==> src/rtl/clause_formula_loader_if.sv <==
// Host-write / setup-bus bundle for clause_formula_loader.
// CLAUSE_FORMULA_LOADER_CHECKSUM_EN adds out_checksum.
interface clause_formula_loader_if #(
  parameter int MAXIMUM_BIT_WIDTH_OF_INTEGER_COEFFICIENT    = 4,
  parameter int MAXIMUM_BIT_WIDTH_OF_BOOLEAN_COEFFICIENT    = 2,
  parameter int MAXIMUM_BIT_WIDTH_OF_INTEGER_VARIABLE_INDEX = 1,
  parameter int MAXIMUM_BIT_WIDTH_OF_BOOLEAN_VARIABLE_INDEX = 1,
  parameter int MAXIMUM_BIT_WIDTH_OF_CLAUSES_INDEX          = 2
);
  localparam int IV = 2**MAXIMUM_BIT_WIDTH_OF_INTEGER_VARIABLE_INDEX;
  localparam int BV = 2**MAXIMUM_BIT_WIDTH_OF_BOOLEAN_VARIABLE_INDEX;
  localparam int IW = (IV+1)*MAXIMUM_BIT_WIDTH_OF_INTEGER_COEFFICIENT;
  localparam int BW = BV*MAXIMUM_BIT_WIDTH_OF_BOOLEAN_COEFFICIENT;
  localparam int CW = MAXIMUM_BIT_WIDTH_OF_CLAUSES_INDEX;

  logic          in_wr_en;
  logic [CW-1:0] in_wr_index;
  logic [IW-1:0] in_wr_coefficients_integer;
  logic [BW-1:0] in_wr_coefficients_boolean;
  logic          in_start;
  logic [IW-1:0] out_clause_coefficients_integer;
  logic [BW-1:0] out_clause_coefficients_boolean;
  logic [CW-1:0] out_clause_index;
  logic          out_clause_valid;
  logic          out_busy;
  logic          out_setup_done;
  logic          out_checker_enable;
`ifdef CLAUSE_FORMULA_LOADER_CHECKSUM_EN
  logic [IW+BW-1:0] out_checksum;

  modport master (
    output in_wr_en, in_wr_index, in_wr_coefficients_integer, in_wr_coefficients_boolean, in_start,
    input  out_clause_coefficients_integer, out_clause_coefficients_boolean, out_clause_index,
           out_clause_valid, out_busy, out_setup_done, out_checker_enable, out_checksum
  );
  modport slave (
    input  in_wr_en, in_wr_index, in_wr_coefficients_integer, in_wr_coefficients_boolean, in_start,
    output out_clause_coefficients_integer, out_clause_coefficients_boolean, out_clause_index,
           out_clause_valid, out_busy, out_setup_done, out_checker_enable, out_checksum
  );
`else
  modport master (
    output in_wr_en, in_wr_index, in_wr_coefficients_integer, in_wr_coefficients_boolean, in_start,
    input  out_clause_coefficients_integer, out_clause_coefficients_boolean, out_clause_index,
           out_clause_valid, out_busy, out_setup_done, out_checker_enable
  );
  modport slave (
    input  in_wr_en, in_wr_index, in_wr_coefficients_integer, in_wr_coefficients_boolean, in_start,
    output out_clause_coefficients_integer, out_clause_coefficients_boolean, out_clause_index,
           out_clause_valid, out_busy, out_setup_done, out_checker_enable
  );
`endif
endinterface

==> src/rtl/clause_formula_loader.sv <==
// Holds the host-written formula and streams it clause by clause onto the setup bus.
// CLAUSE_FORMULA_LOADER_CHECKSUM_EN adds an XOR checksum of the streamed clauses.
module clause_formula_loader #(
  parameter int MAXIMUM_BIT_WIDTH_OF_INTEGER_COEFFICIENT    = 4,
  parameter int MAXIMUM_BIT_WIDTH_OF_BOOLEAN_COEFFICIENT    = 2,
  parameter int MAXIMUM_BIT_WIDTH_OF_INTEGER_VARIABLE_INDEX = 1,
  parameter int MAXIMUM_BIT_WIDTH_OF_BOOLEAN_VARIABLE_INDEX = 1,
  parameter int MAXIMUM_BIT_WIDTH_OF_CLAUSES_INDEX          = 2
) (
  input logic                   in_clk,
  input logic                   in_reset,
  clause_formula_loader_if.slave bus
);
  localparam int IV = 2**MAXIMUM_BIT_WIDTH_OF_INTEGER_VARIABLE_INDEX;
  localparam int BV = 2**MAXIMUM_BIT_WIDTH_OF_BOOLEAN_VARIABLE_INDEX;
  localparam int IW = (IV+1)*MAXIMUM_BIT_WIDTH_OF_INTEGER_COEFFICIENT;
  localparam int BW = BV*MAXIMUM_BIT_WIDTH_OF_BOOLEAN_COEFFICIENT;
  localparam int CW = MAXIMUM_BIT_WIDTH_OF_CLAUSES_INDEX;
  localparam int N  = 2**CW;
  localparam int EW = IW+BW;

  typedef enum logic [1:0] {IDLE, LOAD, SETTLE, DONE} state_t;

  state_t        state;
  logic [CW-1:0] cnt;
  logic          settle_last;
  logic [EW-1:0] mem [N];
  logic          wr_ok;
  logic [EW-1:0] cur;

  assign wr_ok = (state == IDLE) || (state == DONE);
  assign cur   = mem[cnt];

  always_ff @(posedge in_clk or posedge in_reset) begin
    if (in_reset) begin
      state       <= IDLE;
      cnt         <= '0;
      settle_last <= 1'b0;
      for (int i = 0; i < N; i++) mem[i] <= '0;
      bus.out_clause_coefficients_integer <= '0;
      bus.out_clause_coefficients_boolean <= '0;
      bus.out_clause_index   <= '0;
      bus.out_clause_valid   <= 1'b0;
      bus.out_busy           <= 1'b0;
      bus.out_setup_done     <= 1'b0;
      bus.out_checker_enable <= 1'b0;
`ifdef CLAUSE_FORMULA_LOADER_CHECKSUM_EN
      bus.out_checksum       <= '0;
`endif
    end else begin
      if (wr_ok && bus.in_wr_en)
        mem[bus.in_wr_index] <= {bus.in_wr_coefficients_integer, bus.in_wr_coefficients_boolean};
      case (state)
        IDLE, DONE: begin
          if (bus.in_start) begin
            state                  <= LOAD;
            cnt                    <= '0;
            bus.out_busy           <= 1'b1;
            bus.out_setup_done     <= 1'b0;
            bus.out_checker_enable <= 1'b0;
`ifdef CLAUSE_FORMULA_LOADER_CHECKSUM_EN
            bus.out_checksum       <= '0;
`endif
          end else if (state == DONE && bus.in_wr_en) begin
            // formula changed under the checker: it is stale until reloaded
            state                  <= IDLE;
            bus.out_setup_done     <= 1'b0;
            bus.out_checker_enable <= 1'b0;
          end
        end
        LOAD: begin
          bus.out_clause_coefficients_integer <= cur[EW-1:BW];
          bus.out_clause_coefficients_boolean <= cur[BW-1:0];
          bus.out_clause_index <= cnt;
          bus.out_clause_valid <= 1'b1;
`ifdef CLAUSE_FORMULA_LOADER_CHECKSUM_EN
          bus.out_checksum     <= bus.out_checksum ^ cur;
`endif
          if (cnt == CW'(N-1)) begin
            state       <= SETTLE;
            settle_last <= 1'b0;
          end else begin
            cnt <= cnt + CW'(1);
          end
        end
        SETTLE: begin
          // two settle edges: valid drops on the first, done rises on the second
          bus.out_clause_valid <= 1'b0;
          if (settle_last) begin
            state                  <= DONE;
            bus.out_busy           <= 1'b0;
            bus.out_setup_done     <= 1'b1;
            bus.out_checker_enable <= 1'b1;
          end else begin
            settle_last <= 1'b1;
          end
        end
        default: state <= IDLE;
      endcase
    end
  end
endmodule

==> src/flat_wrapper.sv <==
// flat-port wrapper written by rule: the top's interface ports become plain ports
module clause_formula_loader_flat 
#(
  parameter int MAXIMUM_BIT_WIDTH_OF_INTEGER_COEFFICIENT    = 4,
  parameter int MAXIMUM_BIT_WIDTH_OF_BOOLEAN_COEFFICIENT    = 2,
  parameter int MAXIMUM_BIT_WIDTH_OF_INTEGER_VARIABLE_INDEX = 1,
  parameter int MAXIMUM_BIT_WIDTH_OF_BOOLEAN_VARIABLE_INDEX = 1,
  parameter int MAXIMUM_BIT_WIDTH_OF_CLAUSES_INDEX          = 2
)
  (in_clk, in_reset, bus_in_wr_en, bus_in_wr_index, bus_in_wr_coefficients_integer, bus_in_wr_coefficients_boolean, bus_in_start, bus_out_clause_coefficients_integer, bus_out_clause_coefficients_boolean, bus_out_clause_index, bus_out_clause_valid, bus_out_busy, bus_out_setup_done, bus_out_checker_enable);
  clause_formula_loader_if #(.MAXIMUM_BIT_WIDTH_OF_INTEGER_COEFFICIENT(MAXIMUM_BIT_WIDTH_OF_INTEGER_COEFFICIENT), .MAXIMUM_BIT_WIDTH_OF_BOOLEAN_COEFFICIENT(MAXIMUM_BIT_WIDTH_OF_BOOLEAN_COEFFICIENT), .MAXIMUM_BIT_WIDTH_OF_INTEGER_VARIABLE_INDEX(MAXIMUM_BIT_WIDTH_OF_INTEGER_VARIABLE_INDEX), .MAXIMUM_BIT_WIDTH_OF_BOOLEAN_VARIABLE_INDEX(MAXIMUM_BIT_WIDTH_OF_BOOLEAN_VARIABLE_INDEX), .MAXIMUM_BIT_WIDTH_OF_CLAUSES_INDEX(MAXIMUM_BIT_WIDTH_OF_CLAUSES_INDEX)) bus_i ();
  input logic in_clk;
  input logic in_reset;
  input wire logic [$bits(bus_i.in_wr_en)-1:0] bus_in_wr_en;
  input wire logic [$bits(bus_i.in_wr_index)-1:0] bus_in_wr_index;
  input wire logic [$bits(bus_i.in_wr_coefficients_integer)-1:0] bus_in_wr_coefficients_integer;
  input wire logic [$bits(bus_i.in_wr_coefficients_boolean)-1:0] bus_in_wr_coefficients_boolean;
  input wire logic [$bits(bus_i.in_start)-1:0] bus_in_start;
  output wire logic [$bits(bus_i.out_clause_coefficients_integer)-1:0] bus_out_clause_coefficients_integer;
  output wire logic [$bits(bus_i.out_clause_coefficients_boolean)-1:0] bus_out_clause_coefficients_boolean;
  output wire logic [$bits(bus_i.out_clause_index)-1:0] bus_out_clause_index;
  output wire logic [$bits(bus_i.out_clause_valid)-1:0] bus_out_clause_valid;
  output wire logic [$bits(bus_i.out_busy)-1:0] bus_out_busy;
  output wire logic [$bits(bus_i.out_setup_done)-1:0] bus_out_setup_done;
  output wire logic [$bits(bus_i.out_checker_enable)-1:0] bus_out_checker_enable;
  assign bus_i.in_wr_en = bus_in_wr_en;
  assign bus_i.in_wr_index = bus_in_wr_index;
  assign bus_i.in_wr_coefficients_integer = bus_in_wr_coefficients_integer;
  assign bus_i.in_wr_coefficients_boolean = bus_in_wr_coefficients_boolean;
  assign bus_i.in_start = bus_in_start;
  assign bus_out_clause_coefficients_integer = bus_i.out_clause_coefficients_integer;
  assign bus_out_clause_coefficients_boolean = bus_i.out_clause_coefficients_boolean;
  assign bus_out_clause_index = bus_i.out_clause_index;
  assign bus_out_clause_valid = bus_i.out_clause_valid;
  assign bus_out_busy = bus_i.out_busy;
  assign bus_out_setup_done = bus_i.out_setup_done;
  assign bus_out_checker_enable = bus_i.out_checker_enable;
  clause_formula_loader #(.MAXIMUM_BIT_WIDTH_OF_INTEGER_COEFFICIENT(MAXIMUM_BIT_WIDTH_OF_INTEGER_COEFFICIENT), .MAXIMUM_BIT_WIDTH_OF_BOOLEAN_COEFFICIENT(MAXIMUM_BIT_WIDTH_OF_BOOLEAN_COEFFICIENT), .MAXIMUM_BIT_WIDTH_OF_INTEGER_VARIABLE_INDEX(MAXIMUM_BIT_WIDTH_OF_INTEGER_VARIABLE_INDEX), .MAXIMUM_BIT_WIDTH_OF_BOOLEAN_VARIABLE_INDEX(MAXIMUM_BIT_WIDTH_OF_BOOLEAN_VARIABLE_INDEX), .MAXIMUM_BIT_WIDTH_OF_CLAUSES_INDEX(MAXIMUM_BIT_WIDTH_OF_CLAUSES_INDEX)) u_core (.in_clk(in_clk), .in_reset(in_reset), .bus(bus_i));
endmodule
==> config.mk <==
export PLATFORM = sky130hd
export DESIGN_NAME = clause_formula_loader_flat
export DESIGN_NICKNAME = d
export VERILOG_FILES = /design/src/rtl/clause_formula_loader_if.sv /design/src/rtl/clause_formula_loader.sv /design/src/flat_wrapper.sv
export SDC_FILE = /design/constraint.sdc
export NUM_CORES = 1
export LEC_CHECK = 0
export BUFFER_PORTS_ARGS = -buffer_cell sky130_fd_sc_hd__buf_4
export CELL_PAD_IN_SITES_DETAIL_PLACEMENT = 0
export CELL_PAD_IN_SITES_GLOBAL_PLACEMENT = 2
export CORE_UTILIZATION = 45
export DETAILED_ROUTE_END_ITERATION = 8
export PLACE_DENSITY_LB_ADDON = 0.1
export SETUP_SLACK_MARGIN = 0.02
export SYNTH_ARGS = -nofsm -noshare
export SYNTH_HDL_FRONTEND = slang
export SYNTH_SLANG_ARGS = --single-unit
==> constraint.sdc <==
create_clock -name in_clk -period 5.3 [get_ports in_clk]
set_input_delay 1.59 -clock in_clk [delete_from_list [all_inputs] [get_ports in_clk]]
set_output_delay 1.59 -clock in_clk [all_outputs]
set_load 0.005 [all_outputs]
==> results of run 1 <==
## metrics by stage
| stage | hold slack, ns | total power, mW | worst slack, ns | utilization, % | std cells |
|---|---|---|---|---|---|
| finish | 0.5095 | 2.849 | 2.512 | 52.18 | 453 |
| global route | 0.5237 | 3.076 | 2.361 | 52.18 | 453 |
| CTS | 0.5135 | 2.884 | 2.498 | 52.18 | 453 |
| detailed placement | 0.4906 | 2.394 | 2.110 | 49.98 | 437 |
| global placement | 0.4842 | 2.377 | 2.136 | 49.98 | 437 |
| floorplan | 0.4736 | 2.106 | 1.375 | - | 297 |
## critical path: stages
cell and delay, ns:
sky130_fd_sc_hd__buf_4 0.15, sky130_fd_sc_hd__nand2_4 0.06, sky130_fd_sc_hd__nor3_4 0.81, sky130_fd_sc_hd__mux2_2 0.42
## registers in the layout, indices dropped and copies added (netlist names)
signal / cells
u_core.mem: 64
u_core.bus.out_clause_coefficients_integer: 12
u_core.bus.out_clause_coefficients_boolean: 4
u_core.bus.out_clause_index: 2
u_core.cnt: 2
u_core.state: 2
u_core.bus.out_busy: 1
u_core.bus.out_clause_valid: 1
u_core.bus.out_setup_done: 1
u_core.settle_last: 1
## layout by cell type (no fill, tap or decap), types with 2 or more instances in the layout
cell                         instances
sky130_fd_sc_hd__mux2_4             40
sky130_fd_sc_hd__dfrtp_1            90
sky130_fd_sc_hd__o221ai_1            7
sky130_fd_sc_hd__clkbuf_8            9
sky130_fd_sc_hd__nand4b_4            2
sky130_fd_sc_hd__o21ai_0            13
sky130_fd_sc_hd__inv_1              11
sky130_fd_sc_hd__a21oi_1             9
sky130_fd_sc_hd__nor2_1              2
sky130_fd_sc_hd__a22o_1              2
sky130_fd_sc_hd__nand2_1            12
sky130_fd_sc_hd__ha_1                4
sky130_fd_sc_hd__buf_4              46
sky130_fd_sc_hd__mux2_2             42
sky130_fd_sc_hd__clkinvlp_4          4
sky130_fd_sc_hd__nand3_1             2
sky130_fd_sc_hd__nor2b_1            13
sky130_fd_sc_hd__mux2i_1            17
## layer usage
metal  vias to the layer above  share of wire [%]  GRT usage (%)
met4                         0                1.3          5.855
li1                       1129                  -              -
met1                      1226                 49          25.41
met2                        29                 47          29.75
met5                         -                  0              0
met3                         9                2.5          4.043
## final timing paths
path,from,endpoint,cells past startpoint
min in group asynchronous,in_reset,u_core.mem[29],2
max,bus_in_wr_en,u_core.mem[60],4
min,u_core.bus.out_clause_valid,u_core.bus.out_clause_valid,1
max reg2reg,u_core.state[1],u_core.bus.out_clause_coefficients_integer[7],4
min reg2reg,u_core.bus.out_clause_valid,u_core.bus.out_clause_valid,1
max in group asynchronous,in_reset,u_core.mem[58],3
## report_power, final
group | switching, mW | total (mW) | internal, mW
registers | 0.178 | 1.20 | 1.03
clock network | 0.257 | 0.477 | 0.220
logic | 0.478 | 1.17 | 0.690
## cells by family (layout without fill, tap and decap cells)
| family | Yosys count | count (layout) |
|---|---|---|
| AO/OA/AOI/OAI | 38 | 38 |
| adder cells (fa/ha/maj) | 4 | 4 |
| buffers and inverters | 29 | 74 |
| flip-flops | 90 | 90 |
| multiplexers | 99 | 99 |
| AND/OR/NAND/NOR | 37 | 37 |
## cell type report
cell class,count,area (sq um)
fill,784,4377
multi-input combinational,178,1792
clock buffer,9,123.9
tap,111,138.9
clock inverter,7,77.57
sequential,90,2252
timing repair buffer,46,345.3
inverter,12,46.29
==> run_results.csv, run 1 <==
group,metric,value,unit
die,initial_core_util,46.21,%
placed_design,postPlaceCellArea,0.004574,sq mm
timing,min_tclk_post_route,2.788,ns
timing,clock-skew-final,0.01104,ns
finish,layout.nets,363,
clock_tree,clock_path_buffers,2,
logic_synthesis,synth-compound-area-share,5.651,%
routing,route.final.wire_length,8.026,mm
timing,sum_of_negative_setup_slack,0,ns
critical_path,data_arrival_time_of_the_critical_path,3.03,ns
finish,fraction_of_layout_instances_using_a_drive_strength_above_1,44.44,%
logic_synthesis,postSynthRegisterBits,90,
die,fp-row-count,35,
logic_synthesis,yosys-mux-area-fraction,29.41,%
clock_tree,post_cts_resized,0,
routing,postRouteAntennaNets,0,
logic_synthesis,postSynthNetCount,323,
critical_path,critPathCaptureType,"register",
logic_synthesis,synth_cell_types,34,
logic_synthesis,synth_adder_area_share,1.183,%
timing,finalMaxSlewViolations,0,
logic_synthesis,synthesis.instances,297,
timing,setup_viol,0,
clock_tree,tritoncts,"done",
logic_synthesis,combinational_family_with_the_most_area_after_synthesis,"multiplexers",
run_status,run_status,"completed",
routing,detailedRoute.firstIterationViolations,42,
logic_synthesis,async_flop_share,100.0,%
job,max_cap_violations,0,
clock_tree,cts_max_level,3,
placed_design,io_buffers,43,
power,irDropWorstVdd,0.2283,mV
logic_synthesis,synth_seq_area_share,53.25,%
timing,final-hold-violation-count,0,
global_routing,grt_overflow,0,
min_path,worst_hold_path_type,"register to register",
logic_synthesis,synthDominantAreaCellType,"sky130_fd_sc_hd__dfrtp_1",
critical_path,critical_path_required,5.54,ns
timing,worst_slew_margin_rel,28.90,%
finish,diodes,0,
clock_tree,total_cts_buffers,9,
clock_tree,clock_insertion_delay_worst_skew,0.36,ns
routing,vias,2393,
routing,drt_pre_antenna_iters,4,
die,boundaryPins,44,
logic_synthesis,ys_top_cells_by_area,"sky130_fd_sc_hd__dfrtp_1 53%, sky130_fd_sc_hd__mux2_4 14%, sky130_fd_sc_hd__mux2_2 11%",
critical_path,critPathLaunchType,"primary input",
die,core,0.009153,sq mm
timing,unrepaired_setup_endpoints_after_global_routing,"no",
power,static-leakage-power,2.260,nW
clock_tree,postcts_setup_bufs,0,
logic_synthesis,synthSimpleGateAreaFrac,6.124,%
placed_design,dp_hpwl,4.729,mm
clock_tree,clock_pin_slew_of_the_registers_on_the_worst_case_setup_and_hold_paths,0.09,ns
logic_synthesis,synth_largest_type_area_fraction,53.25,%
critical_path,critical_path.max_fanout,16,
finish,syn2layout_area_growth,12.93,%
global_routing,vias_in_the_first_global_route,2566,
logic_synthesis,synth-edff-count,0,
logic_synthesis,netlist_area,0.004229,sq mm
die,floorplan.die_area,0.009789,sq mm
die,die-width,98.94,microns
logic_synthesis,synthesis.area_per_instance,14.24,sq um
global_routing,grt_pass1_wl,13.75,mm
logic_synthesis,xor_xnor_fraction_of_synth_area,0,%
power,powerDensity,596.6,mW/mm^2
logic_synthesis,yosysMostFrequentCell,"sky130_fd_sc_hd__dfrtp_1",
global_routing,globalRouteTotalUtil,18.62,%
critical_path,reg2reg_slack,2.68,ns
timing,fmax,0.3587,GHz
timing,min_period_over_period,52.60,%
clock_tree,hold_buf_cts,0,
timing,measured_slew_at_the_worst_slew_check_pin,1.067,ns
logic_synthesis,synth_warnings,0,
clock_tree,cts_num_sinks,90,
clock_tree,cell_at_the_root_of_the_clock_tree,"sky130_fd_sc_hd__clkbuf_8",
routing,wl_per_cell,17.72,microns
placed_design,finalWeightedCongestion,0.7029,
global_routing,initial_antenna_violation_count,0,
routing,drc_errors,0,
global_routing,pin_count_of_the_biggest_net_entering_global_routing,64,
routing,avgViaCountPerCell,5.283,
critical_path,criticalPathCategory,"primary input to register",
finish,final_cell_area,0.004776,sq mm
logic_synthesis,ys_dominant_reg_cell,"sky130_fd_sc_hd__dfrtp_1",
die,floorplan.die.height,98.94,microns
logic_synthesis,yosys-top-cells-count,"90 x sky130_fd_sc_hd__dfrtp_1, 42 x sky130_fd_sc_hd__mux2_2, 40 x sky130_fd_sc_hd__mux2_4",
Power figures use the tool's default switching activity.
==> run 2: changes to the inputs <==
Settings changed: CORE_UTILIZATION 45 to 42.
Clock period 5.3 ns to 2.8 ns, I/O delays scaled along.
==> run 2 against run 1 <==
  * Power up 93%
  * Worst hold slack worse by 0.0092 ns
  * Die area grew 7.0%
  * Sequential share of layout area decreased by 1.1 points
  * First-iteration DRC count is 17% lower
  * Critical path depth did not move
  * Critical path type is now register to register
  * Largest cell class unchanged
  * Highest routed layer unchanged
==> run_results.csv, run 2 (same netlist as run 1, synthesis figures left out) <==
group,metric,value,unit
finish,layout.nets,369,
global_routing,grt_overflow,0,
die,initial_core_util,43.27,%
placed_design,io_buffers,43,
routing,drt_pre_antenna_iters,4,
routing,vias,2407,
clock_tree,postcts_setup_bufs,0,
timing,measured_slew_at_the_worst_slew_check_pin,0.5852,ns
timing,setup_viol,0,
finish,finalNonFillerCells,481,
critical_path,data_arrival_time_of_the_critical_path,2.42,ns
die,fp-row-count,36,
power,combPwrFrac,41.5,%
critical_path,timing.critical_path.from,"u_core.state[0]",
finish,diodes,0,
routing,avgViaCountPerCell,5.004,
finish,layout_commonest_cell,"sky130_fd_sc_hd__dfrtp_1",
power,swShare,32.26,%
die,die-width,102.3,microns
critical_path,worstReg2RegStart,"u_core.state[0]",
timing,worst_slew_margin_rel,60.90,%
finish,layout_common_cells,"90 x sky130_fd_sc_hd__dfrtp_1, 49 x sky130_fd_sc_hd__buf_4, 42 x sky130_fd_sc_hd__mux2_2, 40 x sky130_fd_sc_hd__mux2_4, 17 x sky130_fd_sc_hd__mux2i_1",
global_routing,initial_antenna_violation_count,0,
die,core,0.009774,sq mm
timing,unrepaired_setup_endpoints_after_global_routing,"no",
clock_tree,cts_max_level,3,
power,p_switching,1.772,mW
clock_tree,clock_pin_slew_of_the_registers_on_the_worst_case_setup_and_hold_paths,0.09,ns
timing,final-hold-violation-count,0,
power,internal-power,3.721,mW
min_path,hold_path.startpoint,"u_core.bus.out_clause_valid",
timing,clock-skew-final,0.01267,ns
die,boundaryPins,44,
global_routing,grt_pass1_wl,13.59,mm
timing,finalMaxSlewViolations,0,
timing,sum_of_negative_setup_slack,0,ns
critical_path,criticalPathCategory,"register to register",
min_path,worst_hold_path_type,"register to register",
routing,postRouteAntennaNets,0,
global_routing,globalRouteTotalUtil,17.75,%
clock_tree,clock_path_buffers,2,
power,powerDensity,1123,mW/mm^2
finish,reg_top3,"u_core.mem (64), u_core.bus.out_clause_coefficients_integer (12), u_core.bus.out_clause_coefficients_boolean (4)",
placed_design,finalWeightedCongestion,0.6738,
clock_tree,hold_buf_cts,0,
global_routing,vias_in_the_first_global_route,2531,
clock_tree,clock_insertion_delay_worst_skew,0.36,ns
power,sequentialPowerShare,41.9,%
timing,min_tclk_post_route,2.182,ns
critical_path,critPathLaunchType,"register",
finish,regMostFlops,"u_core.mem",
placed_design,dp_hpwl,5.300,mm
routing,route.final.wire_length,8.370,mm
clock_tree,cts_num_sinks,90,
global_routing,pin_count_of_the_biggest_net_entering_global_routing,40,
placed_design,placed_cells,465,
power,share_clk_of_total_power,16.7,%
finish,fraction_of_layout_instances_using_a_drive_strength_above_1,45.11,%
clock_tree,tritoncts,"done",
job,max_cap_violations,0,
critical_path,critical_path.max_fanout,16,
run_status,run_status,"completed",
routing,detailedRoute.firstIterationViolations,35,
clock_tree,post_cts_resized,0,
power,irDropWorstVdd,0.4104,mV
critical_path,critical_path_required,3.04,ns
finish,syn2layout_area_growth,15.62,%
clock_tree,cell_at_the_root_of_the_clock_tree,"sky130_fd_sc_hd__clkbuf_8",
critical_path,critPathCaptureType,"register",
routing,drc_errors,0,
clock_tree,total_cts_buffers,9,
routing,wl_per_cell,17.40,microns
power,static-leakage-power,2.310,nW
timing,fmax,0.4582,GHz
timing,min_period_over_period,77.94,%
finish,max_reg_flops,64,
die,floorplan.die.height,102.3,microns
die,floorplan.die_area,0.01047,sq mm
## run 2: cell count changes in the layout (fill, tap and decap cells not counted), sizes merged
cell      before  now
clkinvlp       4    2
buf           46   52
clkbuf         9   10
inv           12   13
## run 2: power groups by stage
stage / Sequential [mW] / Clock, mW / Combinational (mW)
final: 2.30 / 0.915 / 2.28
after global routing: 2.39 / 0.994 / 2.51
after CTS: 2.30 / 0.954 / 2.32
after detailed placement: 2.31 / 0 / 2.31
after global placement: 2.30 / 0 / 2.28
after floorplan: 2.22 / 0 / 1.77
## run 2: per-layer routing
layer / routed length (microns) / up-vias / GRT usage, %
li1: - / 1141 / -
met1: 4069 / 1224 / 24.44
met2: 3986 / 36 / 28.39
met3: 237 / 6 / 4.583
met4: 76 / 0 / 3.626
met5: 0 / - / 0
## run 2: layout make-up
cell class              instances  area (sq um)
multi-input cells             178          1792
clock buffers                  10         127.6
flip-flops and latches         90          2252
repair buffers                 52         427.9
well taps                     133         166.4
clock inverters                 6         75.07
inverters                      12         48.80
fillers                       895          4885
## run 2: worst max-delay path: stages, from the launching register on
cell	delay (ns)
sky130_fd_sc_hd__dfrtp_1	0.38
sky130_fd_sc_hd__inv_1	0.07
sky130_fd_sc_hd__ha_1	0.64
sky130_fd_sc_hd__nand4b_4	0.51
sky130_fd_sc_hd__mux2_4	0.45
## run 2: path summary, 6_finish.rpt
check	end	slack, ns	cells after the start
hold / removal	u_core.bus.out_clause_valid	0.50	1
min in group asynchronous	u_core.mem[55]	0.53	2
max in group asynchronous	u_core.mem[5]	1.66	3
setup / recovery	u_core.mem[22]	0.62	4
setup reg to reg	u_core.mem[22]	0.62	4
hold reg to reg	u_core.bus.out_clause_valid	0.50	1
## run 2: metrics by stage
stage	setup slack [ns]	cell area, sq um	utilization, %	hold WS (ns)	power [mW]
floorplan	0.9103	4233	-	0.4736	3.987
global placement	0.6629	4687	47.95	0.4826	4.583
detailed placement	0.6260	4687	47.95	0.4842	4.626
CTS	0.6041	4890	50.03	0.5066	5.574
global route	0.4234	4890	50.03	0.5297	5.888
finish	0.6176	4890	50.03	0.5003	5.493
==> run 3: changes to the inputs <==
Clock period 2.8 ns to 2.15 ns, I/O delays scaled along.
==> run 3 against run 2 <==
  * Count of clock-buffer cells in the layout is 1 lower
  * Combinational power grew 33%
  * Critical path depth increased by 2
  * Cell area increased by 1.3%
  * Worst hold slack got worse by 0.095 ns
  * Wire length fell by 1.5%
  * Final cell count rose by 1.0%
  * Utilization rose by 0.64 points
  * Power is 31% higher
==> run_results.csv, run 3 (same netlist as run 1, synthesis figures left out) <==
group,metric,value,unit
run_status,run_status,"completed",
die,boundaryPins,44,
clock_tree,cell_at_the_root_of_the_clock_tree,"sky130_fd_sc_hd__clkbuf_8",
die,fp-row-count,36,
die,floorplan.die_area,0.01047,sq mm
clock_tree,hold_buf_cts,0,
timing,min_tclk_post_route,1.957,ns
clock_tree,clock_pin_slew_of_the_registers_on_the_worst_case_setup_and_hold_paths,0.10,ns
timing,setup_viol,0,
critical_path,critical_path_required,2.39,ns
placed_design,placed_cells,468,
placed_design,dp_hpwl,5.025,mm
critical_path,data_arrival_time_of_the_critical_path,2.20,ns
critical_path,worst-path-stages,6,
routing,route.final.wire_length,8.244,mm
finish,max_reg_flops,64,
clock_tree,tritoncts,"done",
routing,wl_per_cell,16.96,microns
finish,postLayoutCoreUtil,50.67,%
timing,unrepaired_setup_endpoints_after_global_routing,"no",
clock_tree,total_cts_buffers,9,
global_routing,globalRouteTotalUtil,17.63,%
power,internal-power,4.898,mW
critical_path,criticalPathCategory,"register to register",
job,max_cap_violations,0,
routing,drt_pre_antenna_iters,4,
critical_path,timing.critical_path.buf_inv,2,
clock_tree,clock_insertion_delay_worst_skew,0.36,ns
critical_path,critPathLaunchType,"register",
power,share_clk_of_total_power,16.5,%
placed_design,finalWeightedCongestion,0.6702,
timing,fmax,0.5110,GHz
clock_tree,cts_max_level,3,
power,sequentialPowerShare,41.3,%
min_path,worst_hold_path_type,"primary input to asynchronous set/reset pin",
power,swShare,31.94,%
finish,layout.nets,374,
global_routing,vias_in_the_first_global_route,2497,
critical_path,critical_path_cell_by_cell,"inv_1 > ha_1 > nand2_4 > nor3_4 > buf_12 > mux2_2",
timing,worst_slew_margin_rel,67.34,%
global_routing,grt_overflow,0,
finish,layout_commonest_cell,"sky130_fd_sc_hd__dfrtp_1",
placed_design,postPlaceCellArea,0.004710,sq mm
finish,diodes,0,
timing,holdWs,0.4054,ns
critical_path,critical_path.max_fanout,16,
timing,clock-skew-final,0.01336,ns
power,p_switching,2.298,mW
die,die-width,102.3,microns
placed_design,io_buffers,43,
clock_tree,clock_path_buffers,2,
finish,layout_common_cells,"90 x sky130_fd_sc_hd__dfrtp_1, 52 x sky130_fd_sc_hd__buf_4, 42 x sky130_fd_sc_hd__mux2_2, 40 x sky130_fd_sc_hd__mux2_4, 17 x sky130_fd_sc_hd__mux2i_1",
finish,fraction_of_layout_instances_using_a_drive_strength_above_1,46.18,%
timing,sum_of_negative_setup_slack,0,ns
finish,reg_top3,"u_core.mem (64), u_core.bus.out_clause_coefficients_integer (12), u_core.bus.out_clause_coefficients_boolean (4)",
timing,measured_slew_at_the_worst_slew_check_pin,0.4899,ns
finish,regMostFlops,"u_core.mem",
finish,syn2layout_area_growth,17.10,%
critical_path,worst_r2r_path_depth,6,
clock_tree,cts_num_sinks,90,
critical_path,worstReg2RegStart,"u_core.state[0]",
placed_design,detailedPlace.worstSlack,0.07100,ns
timing,setup_ws,0.1929,ns
critical_path,timing.critical_path.max_delay_family,"adder cells",
global_routing,pin_count_of_the_biggest_net_entering_global_routing,91,
timing,finalMaxSlewViolations,0,
power,powerDensity,1453,mW/mm^2
routing,postRouteAntennaNets,0,
critical_path,reg2reg_slack,0.19,ns
finish,final_cell_area,0.004952,sq mm
timing,final-hold-violation-count,0,
power,static-leakage-power,2.336,nW
timing,min_period_over_period,91.03,%
critical_path,end_of_the_worst_register_to_register_path,"u_core.mem[59]",
power,irDropWorstVdd,0.4958,mV
die,core,0.009774,sq mm
global_routing,initial_antenna_violation_count,0,
routing,drc_errors,0,
critical_path,critPathSlowestCell,"sky130_fd_sc_hd__ha_1",
critical_path,critPathCaptureType,"register",
routing,detailedRoute.firstIterationViolations,80,
power,fin_total_pwr,7.195,mW
global_routing,grt_pass1_wl,13.59,mm
finish,finalNonFillerCells,486,
routing,avgViaCountPerCell,4.938,
die,floorplan.die.height,102.3,microns
critical_path,cpPeakStageDelay,0.56,ns
routing,vias,2400,
power,combPwrFrac,42.2,%
die,initial_core_util,43.27,%
-- run 3: changes by cell type in the layout (fill, tap and decap cells not counted), sizes merged --
cell      change
inv           -1
buf           +5
clkinvlp      +2
clkbuf        -1
-- run 3: timing repair --
item | CTS | global route
setup buffers | 0 | 2
endpoints found under the setup margin | 0 | 23
resized for setup | 0 | 0
-- run 3: power by group through the flow --
stage	Sequential [mW]	Clock, mW	Combinational [mW]
final	2.97	1.19	3.04
after global routing	3.08	1.29	3.38
after CTS	2.97	1.22	3.07
after detailed placement	3.00	0	3.05
after global placement	2.98	0	3.02
after floorplan	2.89	0	2.30
-- run 3: area by class of cell --
| cell class | count | area, sq um |
|---|---|---|
| Clock buffer | 9 | 123.9 |
| Fill cell | 882 | 4822 |
| Inverter | 12 | 48.80 |
| Timing Repair Buffer | 57 | 490.5 |
| Sequential cell | 90 | 2252 |
| Tap cell | 133 | 166.4 |
| Clock inverter | 7 | 78.83 |
| Multi-Input combinational cell | 178 | 1792 |
-- run 3: worst max path at each step --
stage | startpoint | end | slack [ns]
after global placement | u_core.state[0] | u_core.mem[32] | 0.14
after CTS | u_core.state[0] | u_core.mem[47] | 0.05
after global routing | u_core.state[0] | u_core.state[1] | 0.05
after detailed placement | u_core.state[0] | u_core.mem[39] | 0.07
final | u_core.state[0] | u_core.mem[59] | 0.19
after floorplan | u_core.state[0] | u_core.mem[48] | 0.36
-- run 3: worst reg2reg max path, cell delays in order, from the launching register on --
cell	delay, ns
sky130_fd_sc_hd__dfrtp_1	0.39
sky130_fd_sc_hd__inv_1	0.07
sky130_fd_sc_hd__ha_1	0.56
sky130_fd_sc_hd__nand2_4	0.10
sky130_fd_sc_hd__nor3_4	0.16
sky130_fd_sc_hd__buf_12	0.21
sky130_fd_sc_hd__mux2_2	0.35
-- run 3: metal layers --
layer	share of wire, %	up-vias	track usage [%]
met3	2.3	5	3.967
met4	0.82	0	4.286
met2	46	28	26.90
met1	51	1211	25.54
met5	0	-	0
li1	-	1156	-
